<file path="src/rtl/mem_block_mover_if.sv">
// Bus bundle for mem_block_mover: the copy request/status handshake and the
// memory pins. The Fill/FillValue pins exist only when MEM_MOVER_FILL_EN is defined.
interface mem_block_mover_if #(
    parameter int W = 8,
    parameter int A = 8
);
    logic         Start;
    logic [A-1:0] SrcAddr;
    logic [A-1:0] DstAddr;
    logic [A-1:0] Length;
    logic         Busy;
    logic         Done;
    logic [A-1:0] MemAddress;
    logic         MemWriteEn;
    logic [W-1:0] MemWrData;
    logic [W-1:0] MemRdData;
`ifdef MEM_MOVER_FILL_EN
    logic         Fill;
    logic [W-1:0] FillValue;
`endif

    modport master (
`ifdef MEM_MOVER_FILL_EN
        input  Fill, FillValue,
`endif
        input  Start, SrcAddr, DstAddr, Length, MemRdData,
        output Busy, Done, MemAddress, MemWriteEn, MemWrData
    );

    modport slave (
`ifdef MEM_MOVER_FILL_EN
        output Fill, FillValue,
`endif
        output Start, SrcAddr, DstAddr, Length, MemRdData,
        input  Busy, Done, MemAddress, MemWriteEn, MemWrData
    );
endinterface

</file>
<file path="src/rtl/mem_block_mover.sv">
// Memory-to-memory block copier with memmove semantics (read/write ping-pong).
// Optional constant-fill mode is compiled in with MEM_MOVER_FILL_EN.
module mem_block_mover #(
    parameter int W = 8,
    parameter int A = 8
) (
    input  logic              Clk,
    input  logic              Reset_n,
    mem_block_mover_if.master bus
);
    typedef enum logic [1:0] {IDLE, READ, WRITE, DONE} state_t;

    state_t       state_q, state_d;
    logic [A-1:0] src_q, src_d;
    logic [A-1:0] dst_q, dst_d;
    logic [A-1:0] rem_q, rem_d;
    logic         bwd_q, bwd_d;
    logic         fill_q, fill_d;
    logic [W-1:0] hold_q, hold_d;
    logic [A-1:0] addr_q, addr_d;
    logic         we_q, we_d;
    logic         busy_q, busy_d;
    logic         done_q, done_d;

    logic         fill_in;
    logic [W-1:0] fill_val;
    logic [A-1:0] diff;
    logic         bwd_start;
    logic [A-1:0] src_start, dst_start;
    logic [A-1:0] src_step, dst_step;

`ifdef MEM_MOVER_FILL_EN
    assign fill_in  = bus.Fill;
    assign fill_val = bus.FillValue;
`else
    assign fill_in  = 1'b0;
    assign fill_val = '0;
`endif

    // Copy backwards only when the destination starts inside the source window,
    // otherwise a forward copy would overwrite bytes not yet read.
    assign diff      = bus.DstAddr - bus.SrcAddr;
    assign bwd_start = !fill_in && (diff != '0) && (diff < bus.Length);
    assign src_start = bwd_start ? (bus.SrcAddr + bus.Length - A'(1)) : bus.SrcAddr;
    assign dst_start = bwd_start ? (bus.DstAddr + bus.Length - A'(1)) : bus.DstAddr;
    assign src_step  = bwd_q ? (src_q - A'(1)) : (src_q + A'(1));
    assign dst_step  = bwd_q ? (dst_q - A'(1)) : (dst_q + A'(1));

    // Outputs are computed for the state being entered so they appear registered.
    always_comb begin
        state_d = state_q;
        src_d   = src_q;
        dst_d   = dst_q;
        rem_d   = rem_q;
        bwd_d   = bwd_q;
        fill_d  = fill_q;
        hold_d  = hold_q;
        addr_d  = '0;
        we_d    = 1'b0;
        busy_d  = 1'b1;
        done_d  = 1'b0;
        case (state_q)
            IDLE: begin
                busy_d = 1'b0;
                if (bus.Start) begin
                    busy_d = 1'b1;
                    fill_d = fill_in;
                    bwd_d  = bwd_start;
                    src_d  = src_start;
                    dst_d  = dst_start;
                    rem_d  = bus.Length;
                    if (bus.Length == '0) begin
                        state_d = DONE;
                        done_d  = 1'b1;
                    end else if (fill_in) begin
                        state_d = WRITE;
                        addr_d  = dst_start;
                        we_d    = 1'b1;
                        hold_d  = fill_val;
                    end else begin
                        state_d = READ;
                        addr_d  = src_start;
                    end
                end
            end
            READ: begin
                hold_d  = bus.MemRdData;
                state_d = WRITE;
                addr_d  = dst_q;
                we_d    = 1'b1;
            end
            WRITE: begin
                src_d = src_step;
                dst_d = dst_step;
                rem_d = rem_q - A'(1);
                if (rem_q == A'(1)) begin
                    state_d = DONE;
                    done_d  = 1'b1;
                end else if (fill_q) begin
                    state_d = WRITE;
                    addr_d  = dst_step;
                    we_d    = 1'b1;
                end else begin
                    state_d = READ;
                    addr_d  = src_step;
                end
            end
            DONE: begin
                state_d = IDLE;
                busy_d  = 1'b0;
            end
            default: begin
                state_d = IDLE;
                busy_d  = 1'b0;
            end
        endcase
    end

    always_ff @(posedge Clk or negedge Reset_n) begin
        if (!Reset_n) begin
            state_q <= IDLE;
            src_q   <= '0;
            dst_q   <= '0;
            rem_q   <= '0;
            bwd_q   <= 1'b0;
            fill_q  <= 1'b0;
            hold_q  <= '0;
            addr_q  <= '0;
            we_q    <= 1'b0;
            busy_q  <= 1'b0;
            done_q  <= 1'b0;
        end else begin
            state_q <= state_d;
            src_q   <= src_d;
            dst_q   <= dst_d;
            rem_q   <= rem_d;
            bwd_q   <= bwd_d;
            fill_q  <= fill_d;
            hold_q  <= hold_d;
            addr_q  <= addr_d;
            we_q    <= we_d;
            busy_q  <= busy_d;
            done_q  <= done_d;
        end
    end

    assign bus.Busy       = busy_q;
    assign bus.Done       = done_q;
    assign bus.MemAddress = addr_q;
    assign bus.MemWriteEn = we_q;
    assign bus.MemWrData  = hold_q;
endmodule
</file>
<file path="src/flat_wrapper.sv">
// flat-port wrapper written by rule: the top's interface ports become plain ports
module mem_block_mover_flat 
#(
    parameter int W = 8,
    parameter int A = 8
)
  (Clk, Reset_n, bus_Start, bus_SrcAddr, bus_DstAddr, bus_Length, bus_MemRdData, bus_Busy, bus_Done, bus_MemAddress, bus_MemWriteEn, bus_MemWrData);
  mem_block_mover_if #(.W(W), .A(A)) bus_i ();
  input  logic Clk;
  input  logic Reset_n;
  input wire logic [$bits(bus_i.Start)-1:0] bus_Start;
  input wire logic [$bits(bus_i.SrcAddr)-1:0] bus_SrcAddr;
  input wire logic [$bits(bus_i.DstAddr)-1:0] bus_DstAddr;
  input wire logic [$bits(bus_i.Length)-1:0] bus_Length;
  input wire logic [$bits(bus_i.MemRdData)-1:0] bus_MemRdData;
  output wire logic [$bits(bus_i.Busy)-1:0] bus_Busy;
  output wire logic [$bits(bus_i.Done)-1:0] bus_Done;
  output wire logic [$bits(bus_i.MemAddress)-1:0] bus_MemAddress;
  output wire logic [$bits(bus_i.MemWriteEn)-1:0] bus_MemWriteEn;
  output wire logic [$bits(bus_i.MemWrData)-1:0] bus_MemWrData;
  assign bus_i.Start = bus_Start;
  assign bus_i.SrcAddr = bus_SrcAddr;
  assign bus_i.DstAddr = bus_DstAddr;
  assign bus_i.Length = bus_Length;
  assign bus_i.MemRdData = bus_MemRdData;
  assign bus_Busy = bus_i.Busy;
  assign bus_Done = bus_i.Done;
  assign bus_MemAddress = bus_i.MemAddress;
  assign bus_MemWriteEn = bus_i.MemWriteEn;
  assign bus_MemWrData = bus_i.MemWrData;
  mem_block_mover #(.W(W), .A(A)) u_core (.Clk(Clk), .Reset_n(Reset_n), .bus(bus_i));
endmodule
</file>
<file path="config.mk">
export PLATFORM = sky130hd
export DESIGN_NAME = mem_block_mover_flat
export DESIGN_NICKNAME = d
export VERILOG_FILES = /design/src/rtl/mem_block_mover_if.sv /design/src/rtl/mem_block_mover.sv /design/src/flat_wrapper.sv
export SDC_FILE = /design/constraint.sdc
export NUM_CORES = 1
export LEC_CHECK = 0
export ABC_AREA = 1
export CORE_MARGIN = 2
export CORE_UTILIZATION = 40
export DETAILED_ROUTE_END_ITERATION = 12
export DONT_BUFFER_PORTS = 1
export PLACE_DENSITY = 0.61
export SLEW_MARGIN = 20
export SYNTH_ARGS = -nofsm -noshare
export SYNTH_HDL_FRONTEND = slang
export SYNTH_SLANG_ARGS = --single-unit
export TNS_END_PERCENT = 20
</file>
<file path="constraint.sdc">
create_clock -name Clk -period 2.6 [get_ports Clk]
set_input_delay 0.52 -clock Clk [delete_from_list [all_inputs] [get_ports Clk]]
set_output_delay 0.52 -clock Clk [all_outputs]
set_load 0.03 [all_outputs]
</file>
=== Word-level counts from Yosys, hierarchy flattened ===
Index checks and enable logic that the tools add are counted.

* Bits in registers: 46
* Bits of input ports: 35
* Output and inout bits: 19

* Add/sub/neg operators: 10
* $lt $le $gt $ge: 1
* Equal/unequal tests: 5
* Mux-type cells: 25
* Reductions and logical operators: 7

{| class="wikitable"
|+ Operators with widths
! kind !! number
|-
| 8-bit two-way mux || 10
|-
| 8-bit case mux with 2 select lines || 3
|-
| 8-bit by 1-bit subtractor with 8-bit output, second input constant || 5
|-
| 8-bit case mux with 3 select lines || 1
|-
| 8-bit by 1-bit adder with 8-bit output, second input constant || 2
|-
| 8-bit adder || 2
|-
| 8-bit by 1-bit == test with 1-bit output, second input constant || 1
|-
| 8-bit logical NOT || 1
|-
| 8-bit < comparator || 1
|-
| 2-bit case mux with 4 select lines || 1
|-
| 8-bit nonzero test || 1
|-
| 8-bit subtractor || 1
|-
| 2-bit two-way mux || 3
|-
| 1-bit two-way mux || 5
|-
| 2-bit == test, second input constant || 2
|-
| 1-bit case mux with 2 select lines || 2
|-
| 2-bit AND reduction || 2
|-
| 2-bit by 1-bit == test with 1-bit output, second input constant || 1
|-
| 2-bit logical NOT || 1
|-
| 2-bit != test, second input constant || 1
|-
| 2-bit nonzero test || 1
|-
| 1-bit logical AND || 1
|}

=== Longest topological paths before layout ===
* Depth in word-level cells: 7
* Depth in mapped cells: 20
* Mapped depth without buffers: 20

=== Least setup slack after synthesis ===
Ideal clock, no wire load.

* Path type: in2reg
* From: input port bus_DstAddr[0]
* To: register u_core.addr_q[2], in the netlist u_core.bus.MemAddress[2]
* Library setup time: 120 ps
* Arrival: 2842 ps
* Data required time: 2480 ps
* Path slack: -362 ps
* Stages on the path: 17
* Path buffers: 1
* Cells stage by stage: inv_1 -> ha_1 -> inv_1 -> fa_1 -> nand2_1 -> nand3_2 -> nand3_2 -> nand2_1 -> nand2_1 -> nand2_1 -> ha_1 -> nand2_1 -> o21ai_0 -> a21oi_2 -> buf_4 -> nand3b_2 -> a31o_2

* Longest elaborated chain between the ends: 7

{| class="wikitable"
|+ Ends and longest elaborated chain
! item !! line !! text
|-
| from (decl) || flat_wrapper.sv:13 || <nowiki>input wire logic [$bits(bus_i.DstAddr)-1:0] bus_DstAddr;</nowiki>
|-
| 8-bit subtractor * || mem_block_mover.sv:42 || <nowiki>assign diff = bus.DstAddr - bus.SrcAddr;</nowiki>
|-
| 8-bit < comparator / 8-bit nonzero test (equally long branches) || mem_block_mover.sv:43 || <nowiki>assign bwd_start = !fill_in && (diff != '0) && (diff < bus.Length);</nowiki>
|-
| 1-bit logical AND * || mem_block_mover.sv:43 ||
|-
| 8-bit two-way mux * || mem_block_mover.sv:44 || <nowiki>assign src_start = bwd_start ? (bus.SrcAddr + bus.Length - A'(1)) : bus.SrcAddr;</nowiki>
|-
| 8-bit two-way mux * || mem_block_mover.sv:72 || <nowiki>if (bus.Length == '0) begin</nowiki>
|-
| 8-bit two-way mux * || mem_block_mover.sv:65 || <nowiki>if (bus.Start) begin</nowiki>
|-
| 8-bit case mux with 3 select lines * || mem_block_mover.sv:62 || <nowiki>case (state_q)</nowiki>
|-
| named net u_core.addr_d[2] || mem_block_mover.sv:20 || <nowiki>logic [A-1:0] addr_q, addr_d;</nowiki>
|-
| to (signal assigned) || mem_block_mover.sv:140 || <nowiki>addr_q <= addr_d;</nowiki>
|-
| to (decl) || mem_block_mover.sv:20 ||
|}

The timed path passes the listed nets; every way through them passes the cells marked *.
A chain may end at the register's enable or synchronous reset.

=== Final worst setup path ===
* From: input port bus_DstAddr[0]
* To: register u_core.dst_q[5]

* Longest elaborated chain between the ends: 6

{| class="wikitable"
|+ Ends and longest elaborated chain
! item !! line !! text
|-
| 8-bit subtractor || mem_block_mover.sv:42 ||
|-
| 8-bit < comparator / 8-bit nonzero test (equally long branches) || mem_block_mover.sv:43 ||
|-
| 1-bit logical AND || mem_block_mover.sv:43 ||
|-
| 8-bit two-way mux * || mem_block_mover.sv:45 || <nowiki>assign dst_start = bwd_start ? (bus.DstAddr + bus.Length - A'(1)) : bus.DstAddr;</nowiki>
|-
| 8-bit two-way mux * || mem_block_mover.sv:65 ||
|-
| 8-bit case mux with 2 select lines * || mem_block_mover.sv:62 ||
|-
| to (signal assigned) || mem_block_mover.sv:135 || <nowiki>dst_q <= dst_d;</nowiki>
|-
| to (decl) || mem_block_mover.sv:15 || <nowiki>logic [A-1:0] dst_q, dst_d;</nowiki>
|}

Every way passes the cells marked *; elsewhere a longest branch is shown, timed or not. The select of a mux whose other input is x is not followed.

==> flow_summary.yaml <==
status:
  status: "complete, no violations"
power:
  power_density_nw_per_um2: 1030
  ir_drop_mv: 0.496
  p_leak_nw: 2.75
  p_int_mw: 2.61
  switchingPower_mw: 2.59
  power_switching_share_pct: 49.8
  p_clk_share_pct: 10.4
  p_comb_share_pct: 59.1
  seqPwrFrac_pct: 30.5
clock_network:
  h-tree-depth: 2
  cts_buffers: 5
  cts-root-buf: "clkbuf_8"
  cts_buffer_depth: 2
  cts_tree: "built"
  clk_latency_ps: 310
  cts_num_sinks: 46
  clk_pin_slew_ps: 90
sta:
  max_clock_freq_ghz: 0.400
  setup_viol_count_final: 0
  fin_crit_ps: 2500
  tightest_slew_ps: 576
  finalMaxSlewViolations: 0
  finalCritPeriodShare_pct: 96.0
  slew_headroom_pct: 61.4
  rsz0062_at_grt: "yes"
  fin_skew_ps: 10.3
  setup_ws_ps: 103
  finalHoldViolCount: 0
synthesis:
  synth_top_area_share_pct: 26.6
  yosys_warnings: 0
  synth_area_um2: 4340
  netlist_instances: 604
  ys_seq_area_share_pct: 26.6
  synth_top_family_by_area: "simple AND/OR/NAND/NOR gates"
  async_flop_share_pct: 100
  synth_compound_area_share_pct: 11.9
  synth-xor-area-share_pct: 4.85
  synth_edf_count: 0
  synth_top_cells_by_count: "nand2_1, inv_1, nand3_1"
  synth_top_cell_by_area: "dfrtp_1"
  synth-adder-area-share_pct: 17.9
  synth_most_common_cell: "nand2_1"
  ys_types: 39
  ys.flop_type: "dfrtp_1"
  syn_nets: 698
  avgSynthCellArea_um2: 7.18
  ys_seq_elements: 46
  synth-simple-area-share_pct: 27.2
  synthMuxAreaShare_pct: 0
  synth.area.top_cells: "dfrtp_1, ha_1, nand2_1"
route:
  dr.pass1.iters: 5
  route.detailed.drc: 0
  vias: 3967
  avgViaCountPerCell: 5.12
  wl_per_cell_um: 14.6
  ant_nets: 0
  routed_wl_um: 11300
  dr.first_iter.drc_count: 185
worst_setup_path:
  critical_path_arrival_ps: 2690
  crit_path_end_kind: "flop"
  crit_path_start_kind: "input port"
  crit_type: "in -> reg"
  critPathRequiredTime_ps: 2800
  critPathMaxFanout: 5
cells_and_area:
  fin_area_um2: 5070
  antenna_cells: 0
  drive_above_1_share_pct: 14.0
  final_nets: 728
  final.fill_count: 1043
  area_growth_pct: 16.9
floorplan:
  ios: 54
  fp.dieW_um: 108
  core-area_um2: 10700
  fp.dieH_um: 108
  rows: 38
  initial_core_util_pct: 40.5
  die_area_um2: 11700
global_routing:
  grt_pass1_vias: 3793
  antenna_found_initial: 0
  grt_pass1_wl_um: 18200
  grt.overflow.total: 0
  grt_use_total_pct: 19.7
  grt_max_degree: 47
min_path:
  min_path_type: "in -> async"
placement:
  post_dp_cell_area_um2: 4760
  numPortBuffers: 0
  dp_worst_setup_slack_ps: -273
  place_congestion: 0.805
  dp_hpwl_um: 8810
run:
  drv_cap: 0
==> cell families after synthesis <==
logic type,Yosys count
buffers and inverters,126
xor gates and xnor gates,24
adders and majority gates,59
AOI/OAI and AO/OA,82
and+or+nand+nor,267
DFF,46
==> final timing paths <==
check,cells past startpoint,slack (ps),end,startpoint
min reg2reg,2,500,u_core.src_q[5],u_core.src_q[5]
min,1,50,u_core.src_q[2],Reset_n
min in group Clk,2,330,u_core.bus.MemWrData[5],bus_MemRdData[5]
max,20,100,u_core.dst_q[5],bus_DstAddr[0]
max in group asynchronous,1,2340,u_core.bus.MemWrData[6],Reset_n
max reg2reg,10,410,u_core.dst_q[6],u_core.bwd_q
==> area by class of cell <==
type / instances / area, µm² / share of cell area, %
Sequential cell: 46 / 1150 / 22.7
Clock buffer: 6 / 72.6 / 1.43
Inverter: 113 / 439 / 8.66
Multi-Input combinational cell: 433 / 2830 / 55.8
Timing Repair Buffer: 35 / 363 / 7.16
Tap cell: 140 / 175 / 3.46
Clock inverter: 2 / 37.5 / 0.741
==> metrics by stage <==
| stage | instances | hold slack, ps | power (mW) | utilization (%) | setup TNS, ps |
|---|---|---|---|---|---|
| global route | 775 | 56.1 | 5.72 | 47.4 | -79.0 |
| floorplan | 604 | 224 | 3.78 | - | -394 |
| global placement | 761 | 225 | 4.39 | 44.5 | -3450 |
| detailed placement | 761 | 226 | 4.49 | 44.5 | -4890 |
| finish | 775 | 49.9 | 5.20 | 47.4 | 0 |
| CTS | 770 | 54.6 | 5.06 | 45.8 | 0 |
==> metal layers <==
layer | global-route usage, % | part of all wire (%) | routed length [µm] | vias to the layer above
li1 | - | - | - | 2011
met1 | 25.7 | 46 | 5230 | 1844
met2 | 33.5 | 47 | 5340 | 101
met3 | 3.13 | 5.5 | 621 | 11
met4 | 5.68 | 1.4 | 157 | 0
met5 | 0 | 0 | 0 | -
==> sequential cells by signal (all words and copies together) (netlist names) <==
name and count:
u_core.dst_q 8, u_core.src_q 8, u_core.bus.MemWrData 8, u_core.bus.Busy 1, u_core.bwd_q 1, u_core.rem_q 8, u_core.bus.Done 1, u_core.state_q 2
u_core.bus.MemWriteEn 1, u_core.bus.MemAddress 8
==> power by group through the flow <==
stage	logic, mW	clock network (mW)	registers [mW]
after detailed placement	2.89	0	1.61
after global routing	3.49	0.585	1.64
after global placement	2.79	0	1.60
after floorplan	2.25	0	1.53
final	3.07	0.539	1.59
after CTS	2.92	0.551	1.59
==> layout by cell type, fill, tap and decap left out, types with 7 or more instances in the layout <==
master,netlist,layout
nand3_2,2,10
nand2_1,161,157
xor2_1,17,17
o21ai_0,16,14
a21oi_1,27,25
nand4_1,9,9
nand3_1,57,49
inv_1,113,111
nor2_1,17,16
xnor2_1,7,7
nand2_2,5,9
dfrtp_1,46,46
ha_1,54,50
buf_4,1,28
==> repair_timing <==
action | CTS | global route
setup endpoints to repair | 0 | 23
hold buffers | 1 | 0
resized for setup | 0 | 15
endpoints found under the hold margin | 46 | 0
setup buffers | 0 | 3
==> worst max-delay path, stage by stage <==
cell and delay, ps:
inv_12 30, ha_4 120, inv_4 30, fa_2 360, nand2_2 80, nand3_2 70, nand3_2 70, nand2_1 50
nand2_1 70, nand2_2 70, ha_4 260, nand2_2 80, o21ai_2 180, a21oi_4 50, buf_12 150, clkbuf_16 150
nand3_1 70, nand3_1 100, nand3_1 110, nand2_1 50
Note: power is estimated with default switching activity, not from simulation.
